## config.mk

```make
export PLATFORM = sky130hd
export DESIGN_NAME = iob_reg_seq
export DESIGN_NICKNAME = d
export VERILOG_FILES = /design/src/rtl/iob_reg_seq_pkg.sv /design/src/rtl/iob_reg_seq_mem.sv /design/src/rtl/iob_reg_seq.sv
export SDC_FILE = /design/constraint.sdc
export NUM_CORES = 1
export LEC_CHECK = 0
export CAP_MARGIN = 15
export CELL_PAD_IN_SITES_DETAIL_PLACEMENT = 1
export CELL_PAD_IN_SITES_GLOBAL_PLACEMENT = 1
export CORE_MARGIN = 3
export CORE_UTILIZATION = 47
export DETAILED_ROUTE_END_ITERATION = 12
export GPL_ROUTABILITY_DRIVEN = 0
export HOLD_SLACK_MARGIN = 0.08
export PLACE_DENSITY_LB_ADDON = 0.1
export SKIP_LAST_GASP = 1
export SLEW_MARGIN = 20
export SYNTH_ARGS = -nofsm -noshare
export SYNTH_HDL_FRONTEND = slang
export SYNTH_SLANG_ARGS = --single-unit
export TNS_END_PERCENT = 20
```

## constraint.sdc

```tcl
create_clock -name clk_i -period 5.6 [get_ports clk_i]
set_clock_uncertainty 0.2 [all_clocks]
set_input_delay 0.84 -clock clk_i [delete_from_list [all_inputs] [get_ports clk_i]]
set_output_delay 0.84 -clock clk_i [all_outputs]
set_load 0.1 [all_outputs]
```

## src/rtl/iob_reg_seq_pkg.sv

```systemverilog
// Shared opcodes, error codes and FSM encoding for the
// IOb register command sequencer.
package iob_reg_seq_pkg;

  typedef enum logic [1:0] {
    OP_WRITE    = 2'd0,
    OP_READ     = 2'd1,
    OP_READ_CMP = 2'd2,
    OP_END      = 2'd3
  } op_e;

  typedef enum logic [1:0] {
    ERR_NONE    = 2'd0,
    ERR_TIMEOUT = 2'd1,
    ERR_CMP     = 2'd2,
    ERR_ABORT   = 2'd3
  } err_e;

  typedef enum logic [1:0] {
    IDLE  = 2'd0,
    FETCH = 2'd1,
    REQ   = 2'd2,
    DONE  = 2'd3
  } state_e;

  localparam int OP_W = 2;

  // Slot layout is {op, addr, data, strb}, MSB first.
  function automatic int cmd_w(input int addr_w, input int data_w);
    return OP_W + addr_w + data_w + data_w / 8;
  endfunction

  localparam int CMD_W = cmd_w(16, 32);

endpackage

```

## src/rtl/iob_reg_seq_mem.sv

```systemverilog
// Command slot register file: one write port and one
// registered read port.
module iob_reg_seq_mem #(
  parameter int DEPTH = 16,
  parameter int W     = 54
) (
  input  logic                     clk_i,
  input  logic                     arst_i,
  input  logic                     we,
  input  logic [$clog2(DEPTH)-1:0] waddr,
  input  logic [W-1:0]             wdata,
  input  logic [$clog2(DEPTH)-1:0] raddr,
  output logic [W-1:0]             rdata
);

  logic [W-1:0] mem [DEPTH];
  logic [W-1:0] rdata_q;

  always_ff @(posedge clk_i) begin
    if (we) mem[waddr] <= wdata;
  end

  always_ff @(posedge clk_i or posedge arst_i) begin
    if (arst_i) rdata_q <= '0;
    else        rdata_q <= mem[raddr];
  end

  assign rdata = rdata_q;

endmodule

```

## src/rtl/iob_reg_seq.sv

```systemverilog
// IOb-native bus master replaying a programmed list of
// write / read / read-compare commands.
module iob_reg_seq
  import iob_reg_seq_pkg::*;
#(
  parameter int ADDR_W    = 16,
  parameter int DATA_W    = 32,
  parameter int DEPTH     = 16,
  parameter int TIMEOUT_W = 8
) (
  input  logic                     clk_i,
  input  logic                     arst_i,
  input  logic                     cmd_we,
  input  logic [$clog2(DEPTH)-1:0] cmd_idx,
  input  logic [1:0]               cmd_op,
  input  logic [ADDR_W-1:0]        cmd_addr,
  input  logic [DATA_W-1:0]        cmd_data,
  input  logic [DATA_W/8-1:0]      cmd_strb,
  input  logic                     start,
  input  logic                     abort,
  output logic                     busy,
  output logic                     done,
  output logic [1:0]               error,
  output logic [$clog2(DEPTH)-1:0] err_idx,
  output logic [DATA_W-1:0]        last_rdata,
  output logic                     m_valid,
  output logic [ADDR_W-1:0]        m_address,
  output logic [DATA_W-1:0]        m_wdata,
  output logic [DATA_W/8-1:0]      m_wstrb,
  input  logic [DATA_W-1:0]        m_rdata,
  input  logic                     m_ready
);

  localparam int IDX_W = $clog2(DEPTH);
  localparam int SW    = DATA_W / 8;
  localparam int CW    = cmd_w(ADDR_W, DATA_W);
  localparam logic [IDX_W-1:0]     LAST = IDX_W'(DEPTH - 1);
  localparam logic [TIMEOUT_W-1:0] TMAX = '1;

  state_e                 state_q, state_d;
  logic [IDX_W-1:0]       ptr_q, ptr_d;
  logic [TIMEOUT_W-1:0]   cnt_q, cnt_d;
  op_e                    op_q, op_d;
  logic [SW-1:0]          strb_q, strb_d;
  logic                   abort_q, abort_d;
  logic [1:0]             error_q, error_d;
  logic [IDX_W-1:0]       err_idx_q, err_idx_d;
  logic [DATA_W-1:0]      last_rdata_q, last_rdata_d;
  logic [ADDR_W-1:0]      addr_q, addr_d;
  logic [DATA_W-1:0]      wdata_q, wdata_d;
  logic [SW-1:0]          wstrb_q, wstrb_d;
  logic                   valid_q, valid_d;
  logic                   busy_q, busy_d;
  logic                   done_q, done_d;

  logic [CW-1:0]          mem_rdata;
  op_e                    r_op;
  logic [ADDR_W-1:0]      r_addr;
  logic [DATA_W-1:0]      r_data;
  logic [SW-1:0]          r_strb;
  logic [DATA_W-1:0]      mask;
  logic                   hs;
  logic                   is_rd;
  logic                   mism;

  // Read address follows the next pointer so FETCH sees its slot.
  iob_reg_seq_mem #(
    .DEPTH (DEPTH),
    .W     (CW)
  ) u_mem (
    .clk_i  (clk_i),
    .arst_i (arst_i),
    .we     (cmd_we & ~busy_q),
    .waddr  (cmd_idx),
    .wdata  ({cmd_op, cmd_addr, cmd_data, cmd_strb}),
    .raddr  (ptr_d),
    .rdata  (mem_rdata)
  );

  assign r_op   = op_e'(mem_rdata[CW-1 -: OP_W]);
  assign r_addr = mem_rdata[CW-OP_W-1 -: ADDR_W];
  assign r_data = mem_rdata[SW +: DATA_W];
  assign r_strb = mem_rdata[SW-1:0];

  always_comb begin
    mask = '0;
    for (int i = 0; i < SW; i++) mask[i*8 +: 8] = {8{strb_q[i]}};
  end

  assign hs    = valid_q & m_ready;
  assign is_rd = (op_q != OP_WRITE);
  assign mism  = (op_q == OP_READ_CMP) &&
                 ((m_rdata & mask) != (wdata_q & mask));

  always_comb begin
    state_d      = state_q;
    ptr_d        = ptr_q;
    cnt_d        = cnt_q;
    op_d         = op_q;
    strb_d       = strb_q;
    abort_d      = abort_q;
    error_d      = error_q;
    err_idx_d    = err_idx_q;
    last_rdata_d = last_rdata_q;
    addr_d       = addr_q;
    wdata_d      = wdata_q;
    wstrb_d      = wstrb_q;
    unique case (state_q)
      IDLE: begin
        if (start) begin
          state_d   = FETCH;
          ptr_d     = '0;
          cnt_d     = '0;
          abort_d   = 1'b0;
          error_d   = ERR_NONE;
          err_idx_d = '0;
        end
      end
      FETCH: begin
        op_d    = r_op;
        addr_d  = r_addr;
        wdata_d = r_data;
        strb_d  = r_strb;
        wstrb_d = (r_op == OP_WRITE) ? r_strb : '0;
        cnt_d   = '0;
        if (r_op == OP_END) begin
          state_d = DONE;
        end else if (abort) begin
          state_d   = DONE;
          error_d   = ERR_ABORT;
          err_idx_d = ptr_q;
        end else begin
          state_d = REQ;
        end
      end
      REQ: begin
        if (abort) abort_d = 1'b1;
        if (hs) begin
          if (is_rd) last_rdata_d = m_rdata;
          if (mism) begin
            state_d   = DONE;
            error_d   = ERR_CMP;
            err_idx_d = ptr_q;
          end else if (abort_q || abort) begin
            state_d   = DONE;
            error_d   = ERR_ABORT;
            err_idx_d = ptr_q;
          end else if (ptr_q == LAST) begin
            state_d = DONE;
          end else begin
            state_d = FETCH;
            ptr_d   = ptr_q + 1'b1;
            cnt_d   = '0;
          end
        end else begin
          cnt_d = cnt_q + 1'b1;
          if (cnt_d == TMAX) begin
            state_d   = DONE;
            error_d   = ERR_TIMEOUT;
            err_idx_d = ptr_q;
          end
        end
      end
      DONE: state_d = IDLE;
      default: state_d = IDLE;
    endcase
    valid_d = (state_d == REQ);
    busy_d  = (state_d != IDLE);
    done_d  = (state_d == DONE);
  end

  always_ff @(posedge clk_i or posedge arst_i) begin
    if (arst_i) begin
      state_q      <= IDLE;
      ptr_q        <= '0;
      cnt_q        <= '0;
      op_q         <= OP_WRITE;
      strb_q       <= '0;
      abort_q      <= 1'b0;
      error_q      <= '0;
      err_idx_q    <= '0;
      last_rdata_q <= '0;
      addr_q       <= '0;
      wdata_q      <= '0;
      wstrb_q      <= '0;
      valid_q      <= 1'b0;
      busy_q       <= 1'b0;
      done_q       <= 1'b0;
    end else begin
      state_q      <= state_d;
      ptr_q        <= ptr_d;
      cnt_q        <= cnt_d;
      op_q         <= op_d;
      strb_q       <= strb_d;
      abort_q      <= abort_d;
      error_q      <= error_d;
      err_idx_q    <= err_idx_d;
      last_rdata_q <= last_rdata_d;
      addr_q       <= addr_d;
      wdata_q      <= wdata_d;
      wstrb_q      <= wstrb_d;
      valid_q      <= valid_d;
      busy_q       <= busy_d;
      done_q       <= done_d;
    end
  end

  assign busy       = busy_q;
  assign done       = done_q;
  assign error      = error_q;
  assign err_idx    = err_idx_q;
  assign last_rdata = last_rdata_q;
  assign m_valid    = valid_q;
  assign m_address  = addr_q;
  assign m_wdata    = wdata_q;
  assign m_wstrb    = wstrb_q;

endmodule

```

Yosys cells after proc, flatten, opt, wreduce, memory -nomap -nowiden
Memory sizes are Yosys's and may differ from the RTL's. A register that Yosys moved wholly into a read port is not among the register bits.
Index checks and enable logic that the tools add are counted.

cells by class
  reduce and logical (&&, ||, !) cells = 12
  add/subtract/negate cells = 2
  bitwise logic cells = 5
  equal/unequal tests = 19
  multiplexer cells = 43

operator list
  kind                 count
  $and 32x32->32       2
  $mux 4               13
  $mux 8               5
  $ne 32x32->1         1
  $mux 2               13
  $pmux 8 s3           1
  $eq 2x2->1 const B   6
  $ne 3x3->1 const B   4
  $pmux 4 s3           1
  $add 8x1->8 const B  1
  $eq 8x8->1 const B   1
  $ne 2x2->1 const B   4
  $pmux 2 s4           1
  $pmux 4 s2           1
  $mux 1               6
  $pmux 2 s3           1
  $reduce_and 3->1     2
  $reduce_and 6->1     1
  $reduce_bool 2->1    3
  $reduce_and 5->1     1
  $add 4x1->4 const B  1
  $eq 4x4->1 const B   1
  $logic_not 2->1      2
  $ne 4x4->1 const B   1
  other kinds (7)      8

storage, ports and cells
  flip-flop bits (word level) = 114
  output and inout port bits = 93
  memories = 1
  memory bits (writable) = 864
  bits of input ports = 96

memories
  name       words  bits a word  rd ports  clocked after Yosys merged registers in  wr ports  RTL line               RTL
  u_mem.mem  16     54           1         1                                        1         iob_reg_seq_mem.sv:16  logic [W-1:0] mem [DEPTH];

Depth between registers and ports, before layout
  depth in word-level cells = 7
  mapped depth = 14
  depth with buffers taken out = 12

By module
Synthesis repeated with hierarchy kept, for this count alone.

second synthesis, totals
  cells, all modules = 1808
  area, all modules = 38811.0 µm²

by module, submodules not included
  module           times used  cells each  seq. area each (µm²)  area an instance (µm²)
  iob_reg_seq_mem  1           1395        27296.2               33711.1
  iob_reg_seq      1           413         2852.7                5099.9

Worst setup path before layout
No wires, ideal clock.

  path type = reg2reg
  from = register busy_q, in the netlist busy
  to = memory u_mem.mem[1][0], enable pin
  stages on the path, launching flop included = 4
  path slack = -0.369 ns
  data arrival time = 5.236 ns
  required time = 4.867 ns
  buffers on the path = 0
  setup time = 0.533 ns
  period minus slack after synthesis = 5.969 ns
  cell sequence = dfrtp_1 > nand2b_1 > or3b_2 > nor3_1

on the way
  longest elaborated chain between the ends = 4

RTL lines
  element                       RTL line               RTL
  start: declaration            iob_reg_seq.sv:53      logic busy_q, busy_d;
  start signal: assignment      iob_reg_seq.sv:203     busy_q <= busy_d;
  $not 1->1                     iob_reg_seq.sv:73      .we (cmd_we & ~busy_q),
  $and 1x1->1                   iob_reg_seq.sv:73
  $mux 1                        iob_reg_seq_mem.sv:20  if (we) mem[waddr] <= wdata;
  $mux 1 (implied by the code)  iob_reg_seq_mem.sv:20
  end: declaration              iob_reg_seq_mem.sv:16

Every way passes these cells.

Final worst setup path
  from = input port m_rdata[23]
  to = register u_mem.rdata_q[48], in the netlist u_mem.rdata[48], read port of u_mem.mem

on the way
  longest elaborated chain between the ends = 6

RTL lines
  element             RTL line               RTL
  start: declaration  iob_reg_seq.sv:30      input logic [DATA_W-1:0] m_rdata,
  $and 32x32->32      iob_reg_seq.sv:93      ((m_rdata & mask) != (wdata_q & mask));
  $ne 32x32->1        iob_reg_seq.sv:93
  $logic_and 1x1->1   iob_reg_seq.sv:92      assign mism = (op_q == OP_READ_CMP) &&
  $mux 4              iob_reg_seq.sv:140     if (mism) begin
  $mux 4              iob_reg_seq.sv:138     if (hs) begin
  $pmux 4 s2          iob_reg_seq.sv:108     unique case (state_q)
  end: declaration    iob_reg_seq_mem.sv:17  logic [W-1:0] rdata_q;

Every way passes these cells.
A chain may end at the register's enable or synchronous reset.

==> metrics.md <==
| Metric | Value |
|---|---|
| Result of the run | completed |
| Maximum number of pins on one net before global-route repair | 89 |
| Max Slew Vio Count | 0 |
| Final critical-path setup slack | 0.830 ns |
| Total power after layout | 23.4 mW |
| Post-synthesis cell count | 2241 |
| Crit. End Element | flop |
| Reg clk slew, reported paths | 0.06 ns |
| Standard cell core area | 82800 um^2 |
| Via/cell ratio | 5.90 |
| Htree depth | 3 |
| Number of optimization iterations in the first detailed-route pass | 5 |
| Max-Cap Viols | 0 |
| Setup bufs post-CTS | 0 |
| CTS tree | yes |
| Count of distinct cell types in the synthesized netlist | 55 |
| Hold/Removal Path Class | reg2reg |
| Clock insertion delay at the later pin of the skew report | 0.67 ns |
| Unrepaired setup endpoints after global routing | no |
| Crit path time final | 4.77 ns |
| Initial core utilization | 0.478 |
| Combinational cell fraction of total power | 0.292 |
| Relative contribution of sequential cells to total power | 0.401 |
| CTS root buf | sky130_fd_sc_hd__clkbuf_16 |
| Routed wirelength normalized by instance count | 28.6 um |
| Worst-margin pin slew | 1.15 ns |
| Fraction of post-synthesis cell area in the top cell type by area | 0.656 |
| Sequential fraction of the synthesis area | 0.762 |
| Mean area per synthesized cell | 17.7 um^2 |
| Cell Area, Synth | 39600 um^2 |
| Antenna violations before repair | 1 |
| First DRT Iteration DRCs | 1633 |
| # rows | 105 |
| Grt total ovfl | 0 |
| Total instance count after detailed placement | 3458 |
| Async SR Flop Fraction | 0.163 |
| Count of flip-flops with a built-in enable after synthesis | 864 |
| Count of nets left with antenna violations after detail routing | 0 |
| Total power divided by cell area | 497 nW/um^2 |
| HPWL Detailed | 56300 um |
| First-pass GRT wire length | 154000 um |
| Number of vias after detailed routing | 21589 |
| Ys Warns | 0 |
| Number of buffers on the longest clock path | 3 |
| Net count reported at finish | 2599 |
| Detailed-route DRC error count | 0 |
| Power spent charging and discharging nets | 8.01 mW |
| Tightest slew margin relative to the limit | 0.230 |
| Ratio of cells with drive above 1 in the final layout | 0.146 |
| Vias in the first global route | 23100 |
| Worst-case vdd ir drop | 415 uV |
| I/O pin count | 189 |
| Required time of the worst setup path | 5.93 ns |
| Internal portion of total power | 15.3 mW |
| Commonest register cell after synthesis | sky130_fd_sc_hd__edfxtp_1 |
| Number of endpoints with negative hold slack in the final report | 0 |
| Crit start category | input pin |
| Share of the cycle needed by the critical path after routing | 0.852 |
| # port buffers | 188 |
| DRT Wirelength | 105000 um |
| Setup TNS | 0 ns |
| Layout Cells excl Fill | 3660 |
| Number of buffers inserted during clock tree synthesis | 106 |
| #FFs+latches synth | 1032 |
| Count of hold buffers inserted by post-cts repair | 0 |
| Fraction of power spent switching nets | 0.343 |
| Number of fill cells in the layout | 7329 |
| CTS-repair resized insts | 0 |
| Arrival time reported for the critical path endpoint | 5.09 ns |
| Classification of the worst setup path | in2reg |
| Overall global routing resource usage | 0.240 |
| Post-Syn Nets | 2344 |
| Clock network fraction of total power | 0.307 |
| Total Die Area | 87700 um^2 |
| Worst setup timing slack at the placement stage | 0.237 ns |
| Layout area overhead | 18.7% |
| Horizontal extent of the die | 296 um |
| Die height | 296 um |
| Setup violations, final | 0 |
| Synth top area cells | sky130_fd_sc_hd__edfxtp_1 66%, sky130_fd_sc_hd__dfrtp_1 11%, sky130_fd_sc_hd__mux2i_1 9.6%, sky130_fd_sc_hd__o22ai_1 2.6%, sky130_fd_sc_hd__mux2_2 2.4% |
| Fmax | 0.210 GHz |
| Leak Pwr | 17.3 nW |
| Largest driver fanout on the critical path | 43 |
| Yosys top cell by area | sky130_fd_sc_hd__edfxtp_1 |
| Clock sink count | 1032 |
synth_stat cells (10+ instances only):
cell type                  number
sky130_fd_sc_hd__edfxtp_1     864
sky130_fd_sc_hd__mux2i_1      378
sky130_fd_sc_hd__dfrtp_1      168
sky130_fd_sc_hd__o22ai_1      163
sky130_fd_sc_hd__nand2_1       90
sky130_fd_sc_hd__mux2_2        84
sky130_fd_sc_hd__a21oi_1       65
sky130_fd_sc_hd__buf_2         59
sky130_fd_sc_hd__or4_1         54
sky130_fd_sc_hd__xor2_1        34
sky130_fd_sc_hd__a221oi_1      33
sky130_fd_sc_hd__clkbuf_1      30
sky130_fd_sc_hd__nor2_1        30
sky130_fd_sc_hd__o21ai_0       25
sky130_fd_sc_hd__inv_1         23
sky130_fd_sc_hd__a221oi_2      20
sky130_fd_sc_hd__nand3_1       12
sky130_fd_sc_hd__buf_6         10
critical path: stages:
cell                              delay [ns]
sky130_fd_sc_hd__clkdlybuf4s50_1        0.56
sky130_fd_sc_hd__xor2_1                 0.23
sky130_fd_sc_hd__nor4_1                 0.50
sky130_fd_sc_hd__a21oi_1                0.32
sky130_fd_sc_hd__o41ai_4                0.54
sky130_fd_sc_hd__nand2_2                0.11
sky130_fd_sc_hd__o311a_4                0.47
sky130_fd_sc_hd__inv_8                  0.23
sky130_fd_sc_hd__buf_12                 0.28
sky130_fd_sc_hd__mux2i_1                0.33
sky130_fd_sc_hd__o22ai_1                0.12
sky130_fd_sc_hd__or4_1                  0.50
kinds of logic after synthesis:
| logic type | share of synthesized area |
|---|---|
| DFF | 0.762 |
| muxes | 0.120 |
| AOI/OAI and AO/OA | 0.0591 |
| and+or+nand+nor | 0.0299 |
| buffers and inverters | 0.0196 |
| xor gates and xnor gates | 0.00752 |
| adders and majority gates | 0.00221 |
layout make-up:
cell class	instances	area [um^2]	share of cell area
diodes	2	5.00	0.000107
clock buffers	134	2910	0.0620
clock inverters	66	652	0.0139
inverters	26	113	0.00240
multi-input cells	1067	8810	0.188
flip-flops and latches	1032	30100	0.642
well taps	1070	1340	0.0285
repair buffers	263	2980	0.0635
metal layers:
metal / global-route usage / wire (um)
met1: 0.323 / 44800
met2: 0.413 / 52300
met3: 0.0312 / 5110
met4: 0.0683 / 2460
met5: 0 / 0
power groups by stage:
stage	sequential, mW	clock, mW	combinational (mW)
after floorplan	11.7	0	2.56
after global placement	9.51	0	6.74
after detailed placement	9.53	0	6.85
after CTS	9.38	7.31	6.88
after global routing	9.44	7.64	7.15
final	9.37	7.18	6.81
state kept, by name, summed over array words and instances, names as in the netlist:
register	count
last_rdata	32
done	1
cnt_q	8
state_q	2
busy	1
err_idx	4
strb_q	4
m_address	16
m_wstrb	4
u_mem.mem	864
op_q	2
abort_q	1
error	2
m_wdata	32
m_valid	1
u_mem.rdata	54
ptr_q	4
through the flow:
stage	utilization	hold WS, ns	area [um^2]
floorplan	-	0.245	39600
global placement	0.524	0.259	43400
detailed placement	0.524	0.261	43400
CTS	0.567	0.281	47000
global route	0.567	0.307	47000
finish	0.567	0.281	47000
worst paths after layout:
| kind | start | end | slack (ns) | cells after the start |
|---|---|---|---|---|
| worst max-delay path | m_rdata[23] | u_mem.rdata[48] | 0.83 | 12 |
| min in group asynchronous | arst_i | cnt_q[0] | 0.50 | 2 |
| worst max register to register | m_wdata[24] | u_mem.rdata[48] | 1.04 | 11 |
| max in group asynchronous | arst_i | last_rdata[16] | 3.60 | 3 |
| worst min-delay path | u_mem.rdata[6] | m_wdata[2] | 0.28 | 1 |
| worst min register to register | u_mem.rdata[6] | m_wdata[2] | 0.28 | 1 |
cell usage in the layout (no fill, tap or decap), types with 4 or more instances in the layout:
master	n
sky130_fd_sc_hd__nand3_1	11
sky130_fd_sc_hd__and3_1	4
sky130_fd_sc_hd__o21ai_0	25
sky130_fd_sc_hd__clkinv_1	24
sky130_fd_sc_hd__a21oi_1	65
sky130_fd_sc_hd__mux2i_1	378
sky130_fd_sc_hd__clkinv_2	23
sky130_fd_sc_hd__a211oi_1	4
sky130_fd_sc_hd__nor4_1	9
sky130_fd_sc_hd__a31oi_1	5
sky130_fd_sc_hd__nand2_1	89
sky130_fd_sc_hd__buf_4	32
sky130_fd_sc_hd__nor2_4	13
sky130_fd_sc_hd__clkdlybuf4s50_1	188
sky130_fd_sc_hd__nand2b_1	4
sky130_fd_sc_hd__clkbuf_8	9
sky130_fd_sc_hd__edfxtp_1	864
sky130_fd_sc_hd__clkbuf_1	16
sky130_fd_sc_hd__clkbuf_16	109
sky130_fd_sc_hd__ha_1	6
sky130_fd_sc_hd__xor2_1	34
sky130_fd_sc_hd__a221oi_2	20
sky130_fd_sc_hd__nor2_1	18
sky130_fd_sc_hd__inv_1	22
sky130_fd_sc_hd__buf_12	43
sky130_fd_sc_hd__a221oi_1	33
sky130_fd_sc_hd__or4_1	54
sky130_fd_sc_hd__bufinv_16	12
sky130_fd_sc_hd__o22ai_1	163
sky130_fd_sc_hd__mux2_2	84
sky130_fd_sc_hd__dfrtp_1	168
Note: power is estimated with default switching activity, not from simulation.
